`src/rtl/s_cpu_cycle_trace.sv`:
```
// Per-instruction cycle trace recorder: pushes {opcode, cycles, sat, lost} records into a FIFO.
// Optional opcode filter is compiled in with S_CPU_TRACE_FILTER_EN (adds op_match/op_mask ports).
module s_cpu_cycle_trace #(
  parameter int DEPTH = 16
) (
  input  logic                     clk,
  input  logic                     reset,
  input  logic                     cpu_en,
  input  logic                     state_opfetch,
  input  logic [7:0]               op,
  input  logic                     clear,
`ifdef S_CPU_TRACE_FILTER_EN
  input  logic [7:0]               op_match,
  input  logic [7:0]               op_mask,
`endif
  output logic                     rd_valid,
  output logic [15:0]              rd_data,
  input  logic                     rd_ack,
  output logic [$clog2(DEPTH):0]   level
);

  localparam int AW = $clog2(DEPTH);

  logic [4:0]    ctr_q, ctr_d;
  logic [7:0]    op_reg_q, op_reg_d;
  logic          armed_q, armed_d;
  logic          lost_pend_q, lost_pend_d;
  logic [AW:0]   wr_ptr_q, wr_ptr_d;
  logic [AW:0]   rd_ptr_q, rd_ptr_d;
  logic [15:0]   mem_q [DEPTH];

  logic          fetch, filter_ok, push_req, pop, full, empty, push_ok, drop;
  logic [4:0]    cycles;
  logic [15:0]   entry;

  // Read port handshake: rd_valid means the head entry is on rd_data; an rd_ack
  // seen at a clock edge while rd_valid=1 pops that entry, otherwise it is ignored.
  assign empty    = (wr_ptr_q == rd_ptr_q);
  assign full     = (wr_ptr_q[AW] != rd_ptr_q[AW]) &&
                    (wr_ptr_q[AW-1:0] == rd_ptr_q[AW-1:0]);
  assign rd_valid = ~empty;
  assign rd_data  = empty ? 16'h0000 : mem_q[rd_ptr_q[AW-1:0]];
  assign level    = wr_ptr_q - rd_ptr_q;

  assign fetch = cpu_en & state_opfetch;

`ifdef S_CPU_TRACE_FILTER_EN
  assign filter_ok = ((op_reg_q & op_mask) == (op_match & op_mask));
`else
  assign filter_ok = 1'b1;
`endif

  // The record describes the instruction that just ended, so it uses the old op_reg/ctr.
  assign push_req = fetch & armed_q & filter_ok;
  assign pop      = rd_ack & ~empty;
  assign push_ok  = push_req & (~full | pop);
  assign drop     = push_req & full & ~pop;
  assign cycles   = (ctr_q == 5'd31) ? 5'd31 : ctr_q + 5'd1;
  assign entry    = {op_reg_q, cycles, (ctr_q == 5'd31), lost_pend_q, 1'b0};

  always_comb begin
    ctr_d       = ctr_q;
    op_reg_d    = op_reg_q;
    armed_d     = armed_q;
    lost_pend_d = lost_pend_q;
    wr_ptr_d    = wr_ptr_q;
    rd_ptr_d    = rd_ptr_q;

    if (cpu_en) begin
      if (state_opfetch) begin
        ctr_d    = 5'd0;
        op_reg_d = op;
      end else if (ctr_q != 5'd31) begin
        ctr_d = ctr_q + 5'd1;
      end
    end

    // clear flushes the FIFO and disarms but leaves the cycle counter and opcode running.
    if (clear) begin
      armed_d     = 1'b0;
      lost_pend_d = 1'b0;
      wr_ptr_d    = '0;
      rd_ptr_d    = '0;
    end else begin
      armed_d  = armed_q | fetch;
      wr_ptr_d = wr_ptr_q + (AW+1)'(push_ok);
      rd_ptr_d = rd_ptr_q + (AW+1)'(pop);
      if (drop) begin
        lost_pend_d = 1'b1;
      end else if (push_ok) begin
        lost_pend_d = 1'b0;
      end
    end
  end

  always_ff @(posedge clk or posedge reset) begin
    if (reset) begin
      ctr_q       <= 5'd0;
      op_reg_q    <= 8'h00;
      armed_q     <= 1'b0;
      lost_pend_q <= 1'b0;
      wr_ptr_q    <= '0;
      rd_ptr_q    <= '0;
    end else begin
      ctr_q       <= ctr_d;
      op_reg_q    <= op_reg_d;
      armed_q     <= armed_d;
      lost_pend_q <= lost_pend_d;
      wr_ptr_q    <= wr_ptr_d;
      rd_ptr_q    <= rd_ptr_d;
    end
  end

  // Storage needs no reset: rd_data is gated by rd_valid.
  always_ff @(posedge clk) begin
    if (push_ok && !clear) begin
      mem_q[wr_ptr_q[AW-1:0]] <= entry;
    end
  end

endmodule

```
`config.mk`:
```
export PLATFORM = sky130hd
export DESIGN_NAME = s_cpu_cycle_trace
export DESIGN_NICKNAME = d
export VERILOG_FILES = /design/src/rtl/s_cpu_cycle_trace.sv
export SDC_FILE = /design/constraint.sdc
export NUM_CORES = 1
export LEC_CHECK = 0
export ABC_AREA = 0
export BUFFER_PORTS_ARGS = -buffer_cell sky130_fd_sc_hd__buf_2
export CAP_MARGIN = 20
export CELL_PAD_IN_SITES_DETAIL_PLACEMENT = 1
export CELL_PAD_IN_SITES_GLOBAL_PLACEMENT = 1
export CORE_MARGIN = 2
export CORE_UTILIZATION = 55
export CTS_CLUSTER_SIZE = 10
export DETAILED_ROUTE_END_ITERATION = 10
export PLACE_DENSITY_LB_ADDON = 0.1
export SYNTH_ARGS = -nofsm -noshare
export SYNTH_HDL_FRONTEND = slang
export SYNTH_SLANG_ARGS = --single-unit
```
`constraint.sdc`:
```
create_clock -name clk -period 7.1 [get_ports clk]
set_input_delay 0.71 -clock clk [delete_from_list [all_inputs] [get_ports clk]]
set_output_delay 0.71 -clock clk [all_outputs]
set_load 0.01 [all_outputs]
```
After elaboration in Yosys (flattened, before gate mapping)
Memories as Yosys holds them, arrays and structs flattened.
Cells that the tools add are included.

word-level totals
  RAM bits = 240
  memories = 1
  word-level logic and storage cells = 46
  register bits after elaboration = 25

memories
  memory  words  width  rd ports  clocked after memory_dff  write ports  line  source
  mem_q   16     15     1         0                         1            30    logic [15:0] mem_q [DEPTH];

cells by class
  reduce and logical (&&, ||, !) cells = 7
  mux-type cells = 12
  equality and inequality tests = 5
  bitwise logic cells = 11
  add/sub/neg operators = 4

operators by type and width
  kind                                          number
  2-to-1 mux 5 bit                              5
  2-to-1 mux 16 bit                             1
  adder 5 x 1 -> 5 bit                          2
  bitwise AND 1 bit                             6
  2-to-1 mux 1 bit                              6
  adder 5 x 1 -> 5 bit (second input constant)  1
  == test 5 bit                                 1
  == test 5 bit (second input constant)         1
  != test 5 bit (second input constant)         1
  subtractor 5 bit                              1
  == test 4 bit                                 1
  AND reduction 2 bit                           2
  inverter 1 bit                                3
  nonzero test 3 bit                            1
  logical AND 1 bit                             2
  OR 1 bit                                      2
  nonzero test 2 bit                            1
  logical NOT 1 bit                             1
  != test 1 bit                                 1

Longest topological paths before layout
Gate-level depths: netlist of the first run.

  depth in word-level cells = 8
  gate-level depth with buffers = 14

Least setup slack after synthesis of the first run
Ideal clock, no wire load.

  path kind = flip-flop to flip-flop
  start = register rd_ptr_q[2]
  end = memory mem_q[3][0] (netlist bit) (enable)
  period minus slack after synthesis = 3.331 ns
  library setup time = 0.406 ns
  slack = 3.769 ns
  stages on the path, launching flop included = 9
  data required time = 6.694 ns
  arrival time = 2.925 ns
  buffers on the path = 2
  cell sequence = dfrtp_1 -> buf_2 -> inv_1 -> clkbuf_1 -> ha_1 -> nand4_1 -> o311a_1 -> nand4b_1 -> nor3_1

on the way
  word-level cells in the longest chain between the ends = 8
  elaborated cells on any way between the ends = 11
  classes of those cells = 2 x eq/ne; 2 x mux; 5 x bitwise; 2 x reduce/logical

RTL lines
  what                                                        line    source
  from (decl)                                                 29      logic [AW:0] rd_ptr_q, rd_ptr_d;
  from (signal assigned)                                      110     rd_ptr_q <= rd_ptr_d;
  == test 5 bit / == test 4 bit (equally long branches)       38, 40
  inverter 1 bit / logical AND 1 bit (equally long branches)  55, 39
  bitwise AND 1 bit / inverter 1 bit (equally long branches)  55, 56
  OR 1 bit *                                                  56      assign push_ok = push_req & (~full | pop);
  bitwise AND 1 bit *                                         56
  logical AND 1 bit *                                         116     if (push_ok && !clear) begin
  2-to-1 mux 1 bit *                                          116
  2-to-1 mux 1 bit (implied by the code) *                    117     mem_q[wr_ptr_q[AW-1:0]] <= entry;
  to (decl)                                                   30

Mark *: on every way between the ends. The rest lies on a longest branch, timed or not.

Worst setup path after layout of the first run
  start = register rd_ptr_q[3]
  end = output rd_data[7]

on the way
  word-level cells in the longest chain between the ends = 2
  elaborated cells on any way between the ends = 3
  classes of those cells = 1 x eq/ne; 1 x mux; 1 x memory

RTL lines
  what                                                               line  source
  memory read (16 x 15 bit) / == test 5 bit (equally long branches)  --
  2-to-1 mux 16 bit *                                                42    assign rd_data = empty ? 16'h0000 : mem_q[rd_ptr_q[AW-1:0]];
  to (decl)                                                          17    output logic [15:0] rd_data,

Marks and branches as above.

==> impl_metrics.tcl, run 1 <==
set metrics [dict create \
    viasPerCell 6.04 \
    antenna_cells 0 \
    wl_per_cell_um 26.9 \
    clkSlewWorstSetupHoldPaths_ps 60 \
    end_kind "output port" \
    setup-violations-final 0 \
    core.rowCount 51 \
    worstPathMaxFanout 17 \
    path_cells "clkinv_1 -> ha_1 -> nand4_1 -> inv_1 -> nand2_1 -> and3_1 -> buf_2" \
    crit_path_start_kind "flip-flop" \
    grt_setup_unrepaired "false" \
    drv_cap 0 \
    grt.total_usage 0.252 \
    max-slew-margin-rel 0.363 \
    crit_type "flip-flop to output port" \
    cts.root.buffer_cell "clkbuf_16" \
    wirelength_met1_um 10500 \
    vias 5595 \
    synth.net_count 606 \
    ys_top_cells_by_area "edfxtp_1, mux4_2, dfrtp_1" \
    boundaryPins 36 \
    highest-signal-layer "met4" \
    synth_area_per_cell_um2 18.6 \
    synth_top_cells_by_count "edfxtp_1, nand2_1, mux4_2" \
    met2_length_um 12400 \
    cts_tree "done" \
    powerDensity_nw_per_um2 275 \
    gp_congestion 0.830 \
    postCtsSetupRepairBufs 0 \
    ys_types 38 \
    yosysMostFrequentCell "edfxtp_1" \
    worstMarginPinSlew_ps 955 \
    drv_slew 0 \
    r2r_end "mem_q[15][5]" \
    fill_cells 1674 \
    min_path_type "input pin to asynchronous set/reset pin" \
    fin_crit_sh 0.626 \
    cts_htree_levels 1 \
    syn_inst 580 \
    drt_pass1_iterations 5 \
    cp.required_ps 6390 \
    dr_wl_met3_um 1490 \
    async_reset_ff_frac 0.0943 \
    grt_pass1_vias 6030 \
    multi_input_area_um2 2650 \
    final-seq-area_um2 7840 \
    critical-path-max-stage-delay_ps 820 \
    core-area_um2 19300 \
    ant_nets 0 \
    die_x_um 144 \
    status "complete, no violations" \
    ys.flop_type "edfxtp_1" \
    synth_edf_count 240 \
    crit_arrival_ps 3730 \
    initial_utilization 0.558 \
    clock-sinks 265 \
    fin_util 0.627 \
    r2r_cells 6 \
    yosysTopAreaCell "edfxtp_1" \
    die_h_um 144 \
    port_buffers 34 \
    synth-seq-cells 265 \
    fin_setup_tns_ps 0 \
    grt-ovfl-total 0 \
    p_leak_nw 4.24 \
    fmax_mhz 225 \
    final_layout_size_suffix_gt1_frac 0.215 \
    yosysSeqAreaShare 0.726 \
    ys_warn_count 0 \
    peakVddDrop_uv 197 \
    hold_viol_final 0 \
    dieArea_um2 20700 \
    rrSetupSlack_ps 3120 \
    dp_hpwl_um 15600 \
    drt_iter0_markers 476 \
    wl_um 24900 \
    cp_slowest_cell "dfrtp_1" \
    syn_area_um2 10800 \
    period_minus_slack_ps 4440 \
    antenna_found_initial 0 \
    clock-skew-final_ps 9.89 \
    clkLatencyLatePin_ps 530 \
    num-nets-final 664 \
    grt_max_degree 49 \
    reg2reg_from "rd_ptr_q[3]" \
    grt_pass1_wl_um 37300 \
    synth_top_area_frac 0.668 \
    hold_buffers 0 \
    cts_buffers 30 \
    cts.path.max_buffers 3 \
    syn2layout_area_growth_pct 12.3 \
    cts-resized-gates 0 \
    drc 0 \
]
## logic make-up after synthesis
logic type / synth area share
mux: 0.142
buf+inv: 0.0298
fa+ha+maj: 0.0146
flops: 0.726
other cells: 0.000348
simple gates: 0.0676
xor+xnor: 0.00975
compound gates: 0.00963
## worst max-delay path by stage
stage / from / endpoint / slack [ps] / depth (start not counted)
after floorplan: rd_ptr_q[2] / mem_q[3][0] / 3770 / 8
after global placement: rd_ptr_q[3] / mem_q[7][11] / 3010 / 6
after detailed placement: rd_ptr_q[3] / mem_q[15][12] / 3130 / 6
after CTS: rd_ptr_q[3] / rd_data[7] / 2650 / 7
after global routing: rd_ptr_q[3] / rd_data[7] / 2440 / 7
final: rd_ptr_q[3] / rd_data[7] / 2660 / 7
## registers in the layout, indices dropped and copies added, names as in the netlist
signal,flops
lost_pend_q,1
rd_ptr_q,5
op_reg_q,8
ctr_q,5
wr_ptr_q,5
mem_q,240
armed_q,1
## placed cells by master (no fill, tap or decap), types with 2 or more instances in the layout
cell / count
a21o_1: 2
a21oi_1: 4
and2_1: 2
and3_1: 15
buf_2: 34
buf_4: 15
buf_6: 3
clkbuf_1: 24
clkbuf_16: 31
dfrtp_1: 22
dfrtp_2: 2
edfxtp_1: 240
ha_1: 11
inv_1: 17
mux2_2: 9
mux4_1: 21
mux4_2: 39
nand2_1: 67
nand2b_1: 3
nand3_1: 38
nand4b_1: 2
nor2_1: 21
nor2b_1: 4
nor3_2: 4
o21ai_0: 4
o22ai_1: 2
xnor2_1: 9
xor2_1: 3
## per-layer routing
layer,vias to the layer above,global-route usage
met5,-,0
met3,36,0.0371
met4,0,0.0722
met2,198,0.417
li1,2397,-
met1,2964,0.356
## worst max-delay path: cells and delay by family (launching register included)
family	cells	cell delay, ps
flops	1	820
fa+ha+maj	1	580
buf+inv	3	990
simple gates	3	810
## per-stage QoR
stage | instance area (um^2) | instances | total power, mW | hold slack, ps | worst slack [ps]
2_1_floorplan | 10800 | 580 | 1.90 | 489 | 3770
3_5_place_dp | 11200 | 870 | 1.97 | 550 | 3130
3_3_place_gp | 11200 | 867 | 1.96 | 521 | 3010
6_report | 12100 | 927 | 3.33 | 109 | 2660
5_1_grt | 12100 | 927 | 3.43 | 107 | 2440
4_1_cts | 12100 | 926 | 3.35 | 397 | 2650
## cell type report
class | count | area share
Timing Repair Buffer | 53 | 0.0284
Sequential cell | 265 | 0.647
Multi-Input combinational cell | 270 | 0.219
Tap cell | 265 | 0.0274
Clock buffer | 56 | 0.0726
Inverter | 18 | 0.00558
## power breakdown
part | internal (mW) | switching, mW
Clock | 0.821 | 0.570
Sequential | 1.75 | 0.0479
Combinational | 0.0598 | 0.0823
Total | 2.63 | 0.700
(Power assumes the default switching activity.)
==> inputs of run 2 (changes only) <==
- CORE_UTILIZATION: 55 -> 49
- clock period: 7.1 -> 3.7 ns (I/O delays scaled with it)
==> run 2 against run 1 <==
  * Critical path depth decreased by 1
  * Count of clock-buffer cells in the layout decreased by 1
  * Sequential share of layout area decreased by 0.90 points
  * Final cell count increased by 4.0%
  * Largest power group unchanged
  * Worst hold slack got worse by 47 ps
  * Worst setup slack got worse by 2100 ps
==> impl_metrics.tcl, run 2 (synthesis results as in run 1) <==
set metrics [dict create \
    num-nets-final 685 \
    grt-ovfl-total 0 \
    r2r_end "mem_q[14][9]" \
    grt_max_degree 49 \
    syn2layout_area_growth_pct 13.9 \
    cp_slowest_cell "dfrtp_4" \
    max-slew-margin-rel 0.535 \
    min_path_type "input pin to flip-flop" \
    p_leak_nw 4.35 \
    wl_per_cell_um 26.2 \
    cts_htree_levels 1 \
    grt.total_usage 0.223 \
    drt_pass1_iterations 5 \
    largest_reg_flops 240 \
    fin_hold_ws_ps 62.8 \
    fin_setup_tns_ps 0 \
    final_layout_size_suffix_gt1_frac 0.236 \
    clkSlewWorstSetupHoldPaths_ps 50 \
    path_cells "buf_12 -> mux4_1 -> nand2_1 -> nand3_1 -> and3_1 -> buf_2" \
    grt_setup_unrepaired "false" \
    ant_nets 0 \
    drc 0 \
    clock-sinks 265 \
    rrSetupSlack_ps 1110 \
    boundaryPins 36 \
    die_h_um 152 \
    fin_ws_ps 542 \
    port_buffers 34 \
    fin_util 0.567 \
    grt_pass1_vias 6168 \
    fmax_mhz 317 \
    die_x_um 152 \
    crit_arrival_ps 2790 \
    reg2reg_from "rd_ptr_q[0]" \
    wl_um 25300 \
    mostFrequentLayoutCells "edfxtp_1, nand2_1, mux4_2" \
    core-area_um2 21700 \
    worstMarginPinSlew_ps 698 \
    power_mw 6.35 \
    switchingPower_mw 1.32 \
    dp_hpwl_um 15900 \
    worstPathMaxFanout 41 \
    antenna_found_initial 0 \
    grt_pass1_wl_um 38800 \
    r2r_cells 6 \
    drv_slew 0 \
    core.rowCount 54 \
    setup-violations-final 0 \
    drv_cap 0 \
    critical-path-max-stage-delay_ps 710 \
    powerDensity_nw_per_um2 517 \
    power_switching_share 0.207 \
    gp_congestion 0.825 \
    viasPerCell 5.75 \
    peakVddDrop_uv 328 \
    initial_utilization 0.497 \
    clkLatencyLatePin_ps 540 \
    clockPowerShare 0.416 \
    sequentialPowerShare 0.542 \
    hold_viol_final 0 \
    cts_buffers 30 \
    crit_path_start_kind "flip-flop" \
    postCtsSetupRepairBufs 0 \
    endpoint "rd_data[2]" \
    post-place-ws_ps 1020 \
    vias 5547 \
    fill_cells 1931 \
    clock-skew-final_ps 8.37 \
    dieArea_um2 23200 \
    cp.required_ps 3330 \
    cts_tree "done" \
    pwr-share-comb 0.041 \
    crit_type "flip-flop to output port" \
    end_kind "output port" \
    period_minus_slack_ps 3160 \
    internal_power_mw 5.03 \
    cts.path.max_buffers 3 \
    mostFrequentLayoutCell "edfxtp_1" \
    drt_iter0_markers 420 \
    status "complete, no violations" \
    cts.root.buffer_cell "clkbuf_16" \
    fin_crit_sh 0.854 \
    startpoint "rd_ptr_q[0]" \
]
[run 2: timing repair]
| action | CTS | global route |
|---|---|---|
| endpoints found under the hold margin | 0 | 5 |
| resized for setup | 0 | 0 |
| hold buffers | 0 | 1 |
[run 2: per-stage QoR]
step / area [um^2] / cells
floorplan: 10800 / 580
global placement: 11400 / 905
detailed placement: 11400 / 905
CTS: 12200 / 961
global route: 12300 / 963
finish: 12300 / 964
[run 2: worst min path at each step]
stage / from / to / slack, ps / depth (start not counted)
CTS: op[0] / op_reg_q[0] / 50 / 2
detailed placement: armed_q / armed_q / 530 / 2
floorplan: reset / armed_q / 400 / 1
global placement: armed_q / armed_q / 510 / 2
finish: op[0] / op_reg_q[0] / 60 / 2
global route: op[0] / op_reg_q[0] / 60 / 2
[run 2: cell type report]
class / instances / area, um^2 / area share
clock inverters: 1 / 5.00 / 0.000407
inverters: 18 / 67.6 / 0.00550
flip-flops and latches: 265 / 7840 / 0.638
well taps: 280 / 350 / 0.0285
clock buffers: 55 / 866 / 0.0705
repair buffers: 74 / 505 / 0.0411
multi-input cells: 270 / 2650 / 0.216
diodes: 1 / 2.50 / 0.000204
[run 2: metal layers]
metal	GRT usage	share of wire	wire, um
met5	0	0	0
met4	0.0516	0.012	297
met3	0.0319	0.057	1440
met2	0.366	0.50	12700
met1	0.322	0.43	10800
[run 2: power by group through the flow]
stage	clock network, mW	registers [mW]	logic (mW)
final	2.64	3.44	0.262
after global routing	2.82	3.45	0.289
after CTS	2.71	3.45	0.264
after detailed placement	0	3.51	0.262
after global placement	0	3.50	0.253
after floorplan	0	3.46	0.194
[run 2: critical path, delay by kind of cell (launching register included)]
| family | cells | cell delay, ps |
|---|---|---|
| buffers and inverters | 2 | 510 |
| muxes | 1 | 610 |
| DFF | 1 | 710 |
| and+or+nand+nor | 3 | 380 |
==> inputs of run 3 (changes only) <==
- BUFFER_PORTS_ARGS: -buffer_cell sky130_fd_sc_hd__buf_2 -> unset
- CORE_MARGIN: 2 -> unset
- CORE_UTILIZATION: 49 -> 50
- DONT_BUFFER_PORTS: unset -> 1
==> run 3 against run 2 <==
  * Worst setup slack gained 250 ps
  * Clock skew grew 27 ps
  * Sequential power is essentially flat
==> impl_metrics.tcl, run 3 (synthesis results as in run 1) <==
set metrics [dict create \
    status "complete, no violations" \
    cts_tree "done" \
    vias 5395 \
    critPathTopFamily "multiplexers" \
    power_mw 6.34 \
    wirelength_met1_um 10800 \
    clock-skew-final_ps 35.6 \
    fmax_mhz 344 \
    crit_arrival_ps 2530 \
    worstHoldEndpoint "ctr_q[2]" \
    port_buffers 0 \
    wl_um 24800 \
    cts-resized-gates 0 \
    syn2layout_area_growth_pct 12.3 \
    fin_ws_ps 796 \
    grt_pass1_vias 5842 \
    final_layout_size_suffix_gt1_frac 0.176 \
    fin_setup_tns_ps 0 \
    crit_path_start_kind "flip-flop" \
    fin_crit_sh 0.785 \
    viasPerCell 5.86 \
    grt.total_usage 0.239 \
    reg2reg_from "rd_ptr_q[2]" \
    end_kind "output port" \
    clock-sinks 265 \
    p_leak_nw 4.15 \
    setup-violations-final 0 \
    r2r_end "mem_q[14][9]" \
    grt_setup_unrepaired "false" \
    worstPathMaxFanout 61 \
    gp_congestion 0.780 \
    grt-ovfl-total 0 \
    period_minus_slack_ps 2900 \
    grt_max_degree 62 \
    drc 0 \
    peakVddDrop_uv 398 \
    num-nets-final 648 \
    ant_nets 0 \
    core.rowCount 53 \
    highest-signal-layer "met4" \
    crit_type "flip-flop to output port" \
    antenna_cells 0 \
    min_path_cells 3 \
    sequentialPowerShare 0.543 \
    dieArea_um2 22200 \
    rrSetupSlack_ps 1070 \
    antenna_found_initial 0 \
    fill_cells 1840 \
    cts_htree_levels 1 \
    internal_power_mw 5.00 \
    clkLatencyLatePin_ps 570 \
    power_switching_share 0.211 \
    hold_start "cpu_en" \
    die_x_um 149 \
    hold_viol_final 0 \
    cts.root.buffer_cell "clkbuf_16" \
    cts.path.max_buffers 3 \
    wl_per_cell_um 27.0 \
    met2_length_um 11900 \
    powerDensity_nw_per_um2 523 \
    cp_slowest_cell "mux4_1" \
    pwr-share-comb 0.040 \
    drt_pass1_iterations 4 \
    core-area_um2 21100 \
    cts_buffers 30 \
    critical-path-max-stage-delay_ps 620 \
    drv_slew 0 \
    largest_reg_flops 240 \
    worstMarginPinSlew_ps 844 \
    r2r_cells 8 \
    crit_buf_inv 1 \
    die_h_um 149 \
    post-place-ws_ps 1120 \
    mostFrequentLayoutCells "edfxtp_1, nand2_1, mux4_2" \
    path_cells "buf_12 -> mux4_1 -> nand2_1 -> nand3_1 -> and3_1" \
    dr_wl_met3_um 1560 \
    boundaryPins 36 \
    grt_pass1_wl_um 37500 \
    clockPowerShare 0.416 \
    cp.required_ps 3330 \
    max-slew-margin-rel 0.437 \
    clkSlewWorstSetupHoldPaths_ps 60 \
    switchingPower_mw 1.34 \
    min_path_type "input pin to flip-flop" \
    initial_utilization 0.511 \
    mostFrequentLayoutCell "edfxtp_1" \
    drt_iter0_markers 318 \
    drv_cap 0 \
    dp_hpwl_um 14900 \
]
[run 3: worst max-delay path by stage]
| stage | startpoint | to | slack [ps] | depth (start not counted) |
|---|---|---|---|---|
| finish | rd_ptr_q[0] | rd_data[12] | 800 | 5 |
| global route | rd_ptr_q[0] | rd_data[12] | 680 | 5 |
| CTS | rd_ptr_q[0] | rd_data[12] | 750 | 5 |
| detailed placement | rd_ptr_q[2] | mem_q[14][4] | 1120 | 8 |
| global placement | rd_ptr_q[2] | rd_ptr_q[2] | 1240 | 12 |
| floorplan | rd_ptr_q[2] | mem_q[3][0] | 370 | 8 |
[run 3: layer usage]
metal | vias to the layer above | GRT usage
met5 | - | 0
met4 | 0 | 0.0684
met3 | 42 | 0.0434
met2 | 149 | 0.390
met1 | 2833 | 0.332
li1 | 2371 | -
[run 3: per-stage QoR]
step	instance area (um^2)	std cells	hold slack, ps	utilization
4_1_cts	12100	920	15.8	0.573
2_1_floorplan	10800	580	397	-
5_1_grt	12100	921	54.4	0.574
6_report	12100	921	13.0	0.574
3_5_place_dp	11100	852	439	0.526
3_3_place_gp	11100	852	436	0.526
[run 3: layout make-up]
| type | count | area (um^2) | area share |
|---|---|---|---|
| inverters | 18 | 67.6 | 0.00558 |
| repair buffers | 37 | 340 | 0.0281 |
| multi-input cells | 270 | 2650 | 0.219 |
| clock buffers | 54 | 851 | 0.0702 |
| well taps | 275 | 344 | 0.0284 |
| clock inverters | 2 | 21.3 | 0.00176 |
| flip-flops and latches | 265 | 7840 | 0.647 |
[run 3: timing repair]
item	in CTS	in global routing
hold buffers	12	0
setup buffers	0	0
endpoints found under the hold margin	47	0
[run 3: power by group through the flow]
stage          Clock, mW  Sequential [mW]  Combinational [mW]
6_report            2.64             3.44               0.257
5_1_grt             2.81             3.45               0.282
4_1_cts             2.70             3.44               0.259
3_5_place_dp           0             3.50               0.245
3_3_place_gp           0             3.50               0.239
2_1_floorplan          0             3.46               0.194
[run 3: worst register-to-register path, delay by kind of cell, from the launching register on]
kind,cells,cell delay [ps]
adders and majority gates,1,330
DFF,1,400
and+or+nand+nor,3,620
buffers and inverters,3,630
AOI/OAI and AO/OA,1,290
